===== config.mk =====
export PLATFORM = sky130hd
export DESIGN_NAME = conv_sram_rw_pipe
export DESIGN_NICKNAME = d
export VERILOG_FILES = /design/src/rtl/conv_sram_pkg.sv /design/src/rtl/conv_sram_rd_pipe.sv /design/src/rtl/conv_sram_rw_pipe.sv
export SDC_FILE = /design/constraint.sdc
export NUM_CORES = 2
export LEC_CHECK = 0
export CAP_MARGIN = 20
export CORE_MARGIN = 5
export CORE_UTILIZATION = 51
export CTS_CLUSTER_SIZE = 25
export DETAILED_ROUTE_END_ITERATION = 16
export PLACE_DENSITY = 0.66
export SLEW_MARGIN = 20
export SYNTH_ARGS = -nofsm -noshare
export SYNTH_HDL_FRONTEND = slang
export SYNTH_HIERARCHICAL = 1
export SYNTH_MEMORY_MAX_BITS = 65536
export SYNTH_SLANG_ARGS = --single-unit

===== constraint.sdc =====
create_clock -name clk0 -period 6.3 [get_ports clk0]
set_input_delay 0.945 -clock clk0 [delete_from_list [all_inputs] [get_ports clk0]]
set_output_delay 0.945 -clock clk0 [all_outputs]
set_load 0.005 [all_outputs]

===== src/rtl/conv_sram_pkg.sv =====
// conv_sram_pkg: shared types and helpers for the conv_sram_rw_pipe buffer.
//   sram_state_e      - controller state (clear sweep or idle/accepting)
//   MAX_READ_LATENCY  - deepest supported read pipeline
//   lane_parity()     - even-parity bit of one write-mask lane
package conv_sram_pkg;

    typedef enum logic {
        ST_CLEAR = 1'b0,
        ST_IDLE  = 1'b1
    } sram_state_e;

    localparam int MAX_READ_LATENCY = 4;

    // Lanes are zero-extended into this width before parity is taken;
    // the extension bits do not change the XOR.
    localparam int MAX_LANE_WIDTH = 64;

    function automatic logic lane_parity(input logic [MAX_LANE_WIDTH-1:0] lane);
        return ^lane;
    endfunction

endpackage


===== src/rtl/conv_sram_rd_pipe.sv =====
// conv_sram_rd_pipe: LATENCY-deep read-return shift register.
//   clk0, rst0_n        clock, asynchronous active-low reset
//   rd_valid/rd_data    read accepted this edge and the word sampled from the array
//   rd_flags            per-read status bits (address error, optional parity error)
//   dout_valid/dout     delivered word; dout holds its last valid value
//   dout_flags          status bits aligned with dout_valid (zero otherwise)
module conv_sram_rd_pipe #(
    parameter int DATA_WIDTH = 16,
    parameter int FLAG_W     = 1,
    parameter int LATENCY    = 1
) (
    input  logic                  clk0,
    input  logic                  rst0_n,
    input  logic                  rd_valid,
    input  logic [DATA_WIDTH-1:0] rd_data,
    input  logic [FLAG_W-1:0]     rd_flags,
    output logic                  dout_valid,
    output logic [DATA_WIDTH-1:0] dout,
    output logic [FLAG_W-1:0]     dout_flags
);

    genvar gi;
    for (gi = 0; gi < LATENCY; gi++) begin : g_stage
        logic                  valid_reg;
        logic [DATA_WIDTH-1:0] data_reg;
        logic [FLAG_W-1:0]     flags_reg;
        logic                  prev_valid;
        logic [DATA_WIDTH-1:0] prev_data;
        logic [FLAG_W-1:0]     prev_flags;

        if (gi == 0) begin : g_head
            assign prev_valid = rd_valid;
            assign prev_data  = rd_data;
            assign prev_flags = rd_flags;
        end else begin : g_body
            assign prev_valid = g_stage[gi-1].valid_reg;
            assign prev_data  = g_stage[gi-1].data_reg;
            assign prev_flags = g_stage[gi-1].flags_reg;
        end

        // Data only moves with a valid token, so the last stage keeps the
        // most recent delivered word between strobes.
        always_ff @(posedge clk0 or negedge rst0_n) begin
            if (!rst0_n) begin
                valid_reg <= 1'b0;
                data_reg  <= '0;
                flags_reg <= '0;
            end else begin
                valid_reg <= prev_valid;
                flags_reg <= prev_valid ? prev_flags : '0;
                if (prev_valid) begin
                    data_reg <= prev_data;
                end
            end
        end
    end

    assign dout_valid = g_stage[LATENCY-1].valid_reg;
    assign dout       = g_stage[LATENCY-1].data_reg;
    assign dout_flags = g_stage[LATENCY-1].flags_reg;

endmodule


===== src/rtl/conv_sram_rw_pipe.sv =====
// conv_sram_rw_pipe: single-port read/write SRAM with per-lane write mask,
// configurable read latency, out-of-range detection and a clear sweep.
//   clk0, rst0_n   clock, asynchronous active-low reset (array not reset)
//   csb0, web0     active-low chip select / write enable
//   wmask0         per-lane write enables, addr0 word address, din0 write data
//   clear0         request a full clear sweep (sampled while idle)
//   ready0         requests accepted when high
//   dout0, dout0_valid  read data and its one-cycle strobe
//   addr_err0      out-of-range strobe (with dout0_valid for reads, next cycle for writes)
// Optional build macro CONV_SRAM_PARITY_EN adds per-lane even parity storage,
// input parity_flip0 (inverts stored parity of written lanes) and output parity_err0.
module conv_sram_rw_pipe
    import conv_sram_pkg::*;
#(
    parameter int                    DATA_WIDTH   = 16,
    parameter int                    DEPTH        = 288,
    parameter int                    ADDR_WIDTH   = $clog2(DEPTH),
    parameter int                    LANE_WIDTH   = 8,
    parameter int                    READ_LATENCY = 1,
    parameter logic [DATA_WIDTH-1:0] CLEAR_VALUE  = '0
) (
    input  logic                             clk0,
    input  logic                             rst0_n,
    input  logic                             csb0,
    input  logic                             web0,
    input  logic [DATA_WIDTH/LANE_WIDTH-1:0] wmask0,
    input  logic [ADDR_WIDTH-1:0]            addr0,
    input  logic [DATA_WIDTH-1:0]            din0,
    input  logic                             clear0,
`ifdef CONV_SRAM_PARITY_EN
    input  logic [DATA_WIDTH/LANE_WIDTH-1:0] parity_flip0,
    output logic                             parity_err0,
`endif
    output logic                             ready0,
    output logic [DATA_WIDTH-1:0]            dout0,
    output logic                             dout0_valid,
    output logic                             addr_err0
);

    localparam int NUM_LANES = DATA_WIDTH / LANE_WIDTH;
    // Out-of-range latencies are clamped to the supported window.
    localparam int PIPE_LATENCY = (READ_LATENCY < 1) ? 1 :
                                  (READ_LATENCY > MAX_READ_LATENCY) ? MAX_READ_LATENCY :
                                  READ_LATENCY;

    sram_state_e             state_reg;
    logic [ADDR_WIDTH-1:0]   cnt_reg;
    logic                    ready_reg;
    logic                    wr_err_reg;

    logic                    accept;
    logic                    in_range;
    logic                    rd_fire;
    logic                    wr_fire;
    logic                    sweep;
    logic [ADDR_WIDTH-1:0]   ram_addr;
    logic [DATA_WIDTH-1:0]   rd_word;

    // Acceptance only happens in IDLE, so a sweep write and a request
    // write can never collide on the single port.
    assign accept   = ready_reg & ~csb0;
    assign in_range = {1'b0, addr0} < (ADDR_WIDTH + 1)'(DEPTH);
    assign rd_fire  = accept & web0;
    assign wr_fire  = accept & ~web0 & in_range;
    assign sweep    = (state_reg == ST_CLEAR);
    assign ram_addr = sweep ? cnt_reg : addr0;

    always_ff @(posedge clk0 or negedge rst0_n) begin
        if (!rst0_n) begin
            state_reg  <= ST_CLEAR;
            cnt_reg    <= '0;
            ready_reg  <= 1'b0;
            wr_err_reg <= 1'b0;
        end else begin
            wr_err_reg <= accept & ~web0 & ~in_range;
            case (state_reg)
                ST_CLEAR: begin
                    if (cnt_reg == ADDR_WIDTH'(DEPTH - 1)) begin
                        state_reg <= ST_IDLE;
                        ready_reg <= 1'b1;
                        cnt_reg   <= '0;
                    end else begin
                        cnt_reg <= cnt_reg + 1'b1;
                    end
                end
                ST_IDLE: begin
                    if (clear0) begin
                        state_reg <= ST_CLEAR;
                        ready_reg <= 1'b0;
                        cnt_reg   <= '0;
                    end
                end
                default: begin
                    state_reg <= ST_CLEAR;
                    ready_reg <= 1'b0;
                    cnt_reg   <= '0;
                end
            endcase
        end
    end

`ifdef CONV_SRAM_PARITY_EN
    localparam int FLAG_W = 2;
    logic [NUM_LANES-1:0] rd_perr;
`else
    localparam int FLAG_W = 1;
`endif

    // One storage array per lane so each lane's write enable is independent.
    genvar gi;
    for (gi = 0; gi < NUM_LANES; gi++) begin : g_lane
        logic [LANE_WIDTH-1:0] mem [DEPTH];
        logic                  wr_en;
        logic [LANE_WIDTH-1:0] wr_lane;

        assign wr_en   = sweep | (wr_fire & wmask0[gi]);
        assign wr_lane = sweep ? CLEAR_VALUE[gi*LANE_WIDTH +: LANE_WIDTH]
                               : din0[gi*LANE_WIDTH +: LANE_WIDTH];

        always_ff @(posedge clk0) begin
            if (wr_en) begin
                mem[ram_addr] <= wr_lane;
            end
        end

        // Out-of-range reads return zero instead of an undefined array word.
        assign rd_word[gi*LANE_WIDTH +: LANE_WIDTH] = in_range ? mem[addr0] : '0;

`ifdef CONV_SRAM_PARITY_EN
        logic par_mem [DEPTH];

        always_ff @(posedge clk0) begin
            if (wr_en) begin
                par_mem[ram_addr] <= sweep ? lane_parity(MAX_LANE_WIDTH'(wr_lane))
                                           : lane_parity(MAX_LANE_WIDTH'(wr_lane)) ^ parity_flip0[gi];
            end
        end

        assign rd_perr[gi] = in_range &
            (par_mem[addr0] != lane_parity(MAX_LANE_WIDTH'(rd_word[gi*LANE_WIDTH +: LANE_WIDTH])));
`endif
    end

    logic [FLAG_W-1:0] rd_flags;
    logic [FLAG_W-1:0] dout_flags;

`ifdef CONV_SRAM_PARITY_EN
    assign rd_flags    = {|rd_perr, ~in_range};
    assign parity_err0 = dout_flags[1];
`else
    assign rd_flags    = ~in_range;
`endif

    // The first pipe stage is the registered read of the array.
    conv_sram_rd_pipe #(
        .DATA_WIDTH (DATA_WIDTH),
        .FLAG_W     (FLAG_W),
        .LATENCY    (PIPE_LATENCY)
    ) u_rd_pipe (
        .clk0       (clk0),
        .rst0_n     (rst0_n),
        .rd_valid   (rd_fire),
        .rd_data    (rd_word),
        .rd_flags   (rd_flags),
        .dout_valid (dout0_valid),
        .dout       (dout0),
        .dout_flags (dout_flags)
    );

    assign ready0    = ready_reg;
    assign addr_err0 = dout_flags[0] | wr_err_reg;

endmodule


**Word-level counts from Yosys, hierarchy flattened**

Memories as Yosys holds them, arrays and structs flattened.
Cells that the tools add are included.

- Add/sub/neg operators: 1
- Eq/ne operators: 3
- Reduce and logical (&&, ||, !) cells: 1
- Mux-type cells: 19
- $lt $le $gt $ge: 1
- Bitwise logic cells: 14

Operator list:

| kind | number |
|---|---|
| $mux W8 | 4 |
| $mux W9 | 3 |
| $pmux W9 S2 | 1 |
| $add A9 B1 Y9 const B | 1 |
| $eq A9 B9 Y1 const B | 1 |
| $lt A9 B9 Y1 const B | 1 |
| $mux W1 | 9 |
| $and A1 B1 Y1 | 7 |
| $not A1 Y1 | 4 |
| $pmux W1 S2 | 2 |
| $or A1 B1 Y1 | 3 |
| $ne A2 B1 Y1 const B | 1 |
| $ne A2 B2 Y1 const B | 1 |
| $reduce_and A2 Y1 | 1 |

- Input port bits: 32
- Memory bits (writable): 4,608
- Word-level logic and storage cells: 48
- Register bits: 30
- Memories kept: 2

Memory list:

| memory | depth | width | read ports | clocked after Yosys merged registers in | wr ports | RTL line | source |
|---|---|---|---|---|---|---|---|
| g_lane[0].mem | 288 | 8 | 1 | 0 | 1 | conv_sram_rw_pipe.sv:112 | `logic [LANE_WIDTH-1:0] mem [DEPTH];` |
| g_lane[1].mem | 288 | 8 | 1 | 0 | 1 | conv_sram_rw_pipe.sv:112 |  |

**Logic depth before layout (Yosys ltp)**

- Depth after elaboration: 8
- Gate-level depth with buffers: 14

**Modules after synthesis**

The synthesis kept the hierarchy.

Modules (own cells, without submodules):

| module | cells each | sequential area each (um2) | area each (um2) | times used |
|---|---|---|---|---|
| conv_sram_rw_pipe | 8,462 | 138,673.0 | 179,519.7 | 1 |
| conv_sram_rd_pipe | 37 | 450.4 | 703.2 | 1 |

**Least setup slack after synthesis**

OpenSTA, ideal clock, no wires.

- Path kind: register to register
- From: register state_reg
- To: memory g_lane[0].mem[0][6] (data pin)
- Stages on the path, launching flop included: 5
- Arrival time: 4.866 ns
- Library setup time: 0.950 ns
- Slack: 0.484 ns
- Buffers on the path: 3
- Path through: dfrtp_1 -> buf_1 -> clkbuf_1 -> clkbuf_1 -> and2_1

- Longest elaborated chain between the ends: 1

RTL lines:

| what | RTL line | source |
|---|---|---|
| from (decl) | conv_sram_rw_pipe.sv:46 | `sram_state_e state_reg;` |
| from (signal assigned) | conv_sram_rw_pipe.sv:70 | `state_reg <= ST_CLEAR;` |
| from (signal assigned) | conv_sram_rw_pipe.sv:79 | `state_reg <= ST_IDLE;` |
| from (signal assigned) | conv_sram_rw_pipe.sv:88 | `state_reg <= ST_CLEAR;` |
| $mux W8 | conv_sram_rw_pipe.sv:117 | `assign wr_lane = sweep ? CLEAR_VALUE[gi*LANE_WIDTH +: LANE_WIDTH]` |
| via g_lane[0].wr_lane[6] | conv_sram_rw_pipe.sv:114 | `logic [LANE_WIDTH-1:0] wr_lane;` |
| to (decl) | conv_sram_rw_pipe.sv:112 |  |

The timed path passes the listed nets, and every way through them passes these cells.

**Worst setup path after layout**

- From: input port addr0[7]
- To: memory g_lane[0].mem[61][1] (enable)

- Longest elaborated chain between the ends: 6
- Elaborated cells between the ends (all ways): 7
- Classes of those cells: order compare (1); mux (3); bitwise (3)

RTL lines:

| what | RTL line | source |
|---|---|---|
| from (decl) | conv_sram_rw_pipe.sv:27 | `input logic [ADDR_WIDTH-1:0] addr0,` |
| $lt A9 B9 Y1 | conv_sram_rw_pipe.sv:62 | `assign in_range = {1'b0, addr0} < (ADDR_WIDTH + 1)'(DEPTH);` |
| $and A1 B1 Y1 | conv_sram_rw_pipe.sv:64 | `assign wr_fire = accept & ~web0 & in_range;` |
| $and A1 B1 Y1 | conv_sram_rw_pipe.sv:116 | `assign wr_en = sweep \| (wr_fire & wmask0[gi]);` |
| $or A1 B1 Y1 | conv_sram_rw_pipe.sv:116 |  |
| $mux W1 | conv_sram_rw_pipe.sv:121 | `if (wr_en) begin` |
| $mux W1 (not written as such) | conv_sram_rw_pipe.sv:122 | `mem[ram_addr] <= wr_lane;` |

Parallel ways exist; a longest one is shown, timed or not.

==> impl_metrics.env <==
export IMPL_critPathMaxFanout=15
export IMPL_antenna_found_initial=23
export IMPL_clock_sinks=4638
export IMPL_grt_ovfl_total=0
export IMPL_ir_worst_vdd_mv=0.276
export IMPL_finalPower_mw=66.2
export IMPL_grt_pass1_wl_um=652000
export IMPL_ys_ff_latch=4638
export IMPL_final_util_pct=57.1
export IMPL_dr_pass1_iters=6
export IMPL_crit_chain="clkdlybuf4s50_1 -> nor3_1 -> nor2_1 -> nor4_1 -> a21boi_0 -> nor2_1 -> nand2_2 -> buf_4 -> nor2_1"
export IMPL_synth_area_leaders="edfxtp_1 77%, mux4_2 14%, mux2i_1 1.7%, nor2_1 1.4%, nand2_1 0.71%"
export IMPL_drt_iter0_drc=12100
export IMPL_cp_arrival_ns=5.01
export IMPL_gpl_final_weighted_congestion=0.877
export IMPL_slew_viol_final=0
export IMPL_grt_usage_pct=24.5
export IMPL_largest_reg_flops=4608
export IMPL_critPathMostFrequentCell="nor2_1"
export IMPL_hpwl_um=273000
export IMPL_drc_errors=0
export IMPL_cts_root_buffer="clkbuf_16"
export IMPL_first_global_vias=88400
export IMPL_stdcell_count=13800
export IMPL_power_density_mw_per_mm2=329
export IMPL_syn_num_nets=8532
export IMPL_die_w_um=604
export IMPL_hp_class="in -> async"
export IMPL_crit_path_top_delay_cell="nand2_2"
export IMPL_grt_max_degree=173
export IMPL_yosys_cell_types_count=67
export IMPL_async_flop_share_pct=0.647
export IMPL_ant_nets=0
export IMPL_post_cts_setup_buffers=0
export IMPL_critPathLaunchType="input port"
export IMPL_synth_seq_area_share_pct=77.2
export IMPL_die_y_um=604
export IMPL_dieArea_mm2=0.365
export IMPL_synth_top_flop_cell="edfxtp_1"
export IMPL_grt_setup_unrepaired="false"
export IMPL_final_common_cell="edfxtp_1"
export IMPL_fmax_ghz=0.226
export IMPL_place_inst=13000
export IMPL_rows=218
export IMPL_critPathKind="in -> reg"
export IMPL_port_buffer_count=50
export IMPL_postRouteWirelength_um=451000
export IMPL_required_ns=6.88
export IMPL_tritoncts="done"
export IMPL_cts_resized=0
export IMPL_synth_area_mm2=0.180
export IMPL_clk_latency_ns=0.96
export IMPL_clk_pin_slew_ns=0.06
export IMPL_finalSetupTns_ns=0
export IMPL_maxCapViolCount=0
export IMPL_core_region_area_mm2=0.352
export IMPL_clock_path_buffers=4
export IMPL_crit_path_max_incr_delay_ns=0.76
export IMPL_syn_instance_count=8499
export IMPL_yosys_area_top_type="edfxtp_1"
export IMPL_wire_per_inst_um=32.6
export IMPL_initial_core_util_pct=51.1
export IMPL_synth_top_area_share_pct=76.8
export IMPL_dpl_worst_slack_ns=1.06
export IMPL_cts_buffers=441
export IMPL_ctsHoldBuffers=0
export IMPL_period_share_pct=70.3
export IMPL_finalNetCount=8731
export IMPL_syn_avg_cell_area_um2=21.2
export IMPL_htreeDepth=5
export IMPL_post_route_min_period_ns=4.43
export IMPL_synth_edf_count=4608
export IMPL_vias=88300
export IMPL_worst_pin_slew_ns=1.15
export IMPL_detail_route_vias_per_cell=6.39
export IMPL_skew_ns=0.0327
export IMPL_syn_to_final_growth_pct=11.7
export IMPL_status="finished clean"
export IMPL_pin_count=51
export IMPL_p_leak_nw=63.8
export IMPL_slew_headroom_pct=22.6
export IMPL_synth_warnings=6
export IMPL_cp_end_kind="register"
export IMPL_layout_common_cells="4,608 x edfxtp_1, 1,120 x mux4_2, 646 x nor2_1"
export IMPL_drive_gt1_share_pct=23.8
export IMPL_setup_viol=0
export IMPL_final_hold_violation_count=0
export IMPL_fin_ws_ns=1.87
## cell usage after synthesis, drive strengths merged (21+ instances only)
library cell  number
mux4            1120
mux2i            302
and2              51
o21ai             25
nand4             35
nand3            163
a211oi            46
and3              21
a32oi             46
dfrtp             30
clkbuf           207
nor3              21
nand2            358
edfxtp          4608
o22ai             70
mux2              54
a21oi             43
o221ai            24
buf              316
a22oi             93
nor2             653
## stage by stage
step                instance area, um2  hold WS [ns]
floorplan                       180000         0.505
global placement                187000         0.588
detailed placement              187000         0.603
CTS                             201000        0.0951
global route                    201000         0.172
finish                          201000         0.155
## cell type report
| class | count | area, um2 |
|---|---|---|
| well taps | 4730 | 5920 |
| clock buffers | 533 | 11700 |
| inverters | 11 | 57.6 |
| clock inverters | 291 | 2990 |
| flip-flops and latches | 4638 | 139000 |
| fillers | 25400 | 151000 |
| diodes | 12 | 30.0 |
| repair buffers | 279 | 2910 |
| multi-input cells | 3327 | 38600 |
## layer usage
metal  track usage (%)  vias to the layer above  part of all wire (%)
li1                  -                    35800                     -
met1              35.6                    47000                    40
met2              38.0                     4639                    47
met3              4.26                      847                   9.0
met4              8.92                       20                   4.2
met5                 0                        -                 0.029
## report_power, final
part	internal [mW]	total, mW	switching, mW
clock	15.4	26.9	11.4
combinational	1.42	4.91	3.50
sequential	34.2	34.4	0.242
## worst max-delay path: cells and delay by family
| kind | cells | cell delay (ns) |
|---|---|---|
| simple gates | 6 | 2.70 |
| buf+inv | 2 | 0.99 |
| compound gates | 1 | 0.36 |
## cell families after synthesis
| kind of cell | after synthesis | share of synthesized area [%] |
|---|---|---|
| flip-flops | 4638 | 77.2 |
| multiplexers | 1476 | 16.0 |
| AND/OR/NAND/NOR | 1367 | 3.24 |
| buffers and inverters | 534 | 1.51 |
| AO/OA/AOI/OAI | 481 | 2.00 |
| XOR/XNOR | 2 | 0.00972 |
| adder cells (fa/ha/maj) | 1 | 0.00694 |
## path summary, 6_finish.rpt
kind                                  from               endpoint  slack (ns)  depth (start not counted)
max in group asynchronous           rst0_n              state_reg        5.42                          1
worst max-delay path              addr0[7]   g_lane[0].mem[61][1]        1.87                          9
worst min register to register  cnt_reg[3]             cnt_reg[3]        0.63                          1
worst min-delay path                rst0_n   u_rd_pipe/dout_valid        0.16                          1
min in group clk0               cnt_reg[3]             cnt_reg[3]        0.63                          1
worst max register to register   state_reg  g_lane[1].mem[189][0]        1.89                          5
(Power assumes the default switching activity.)
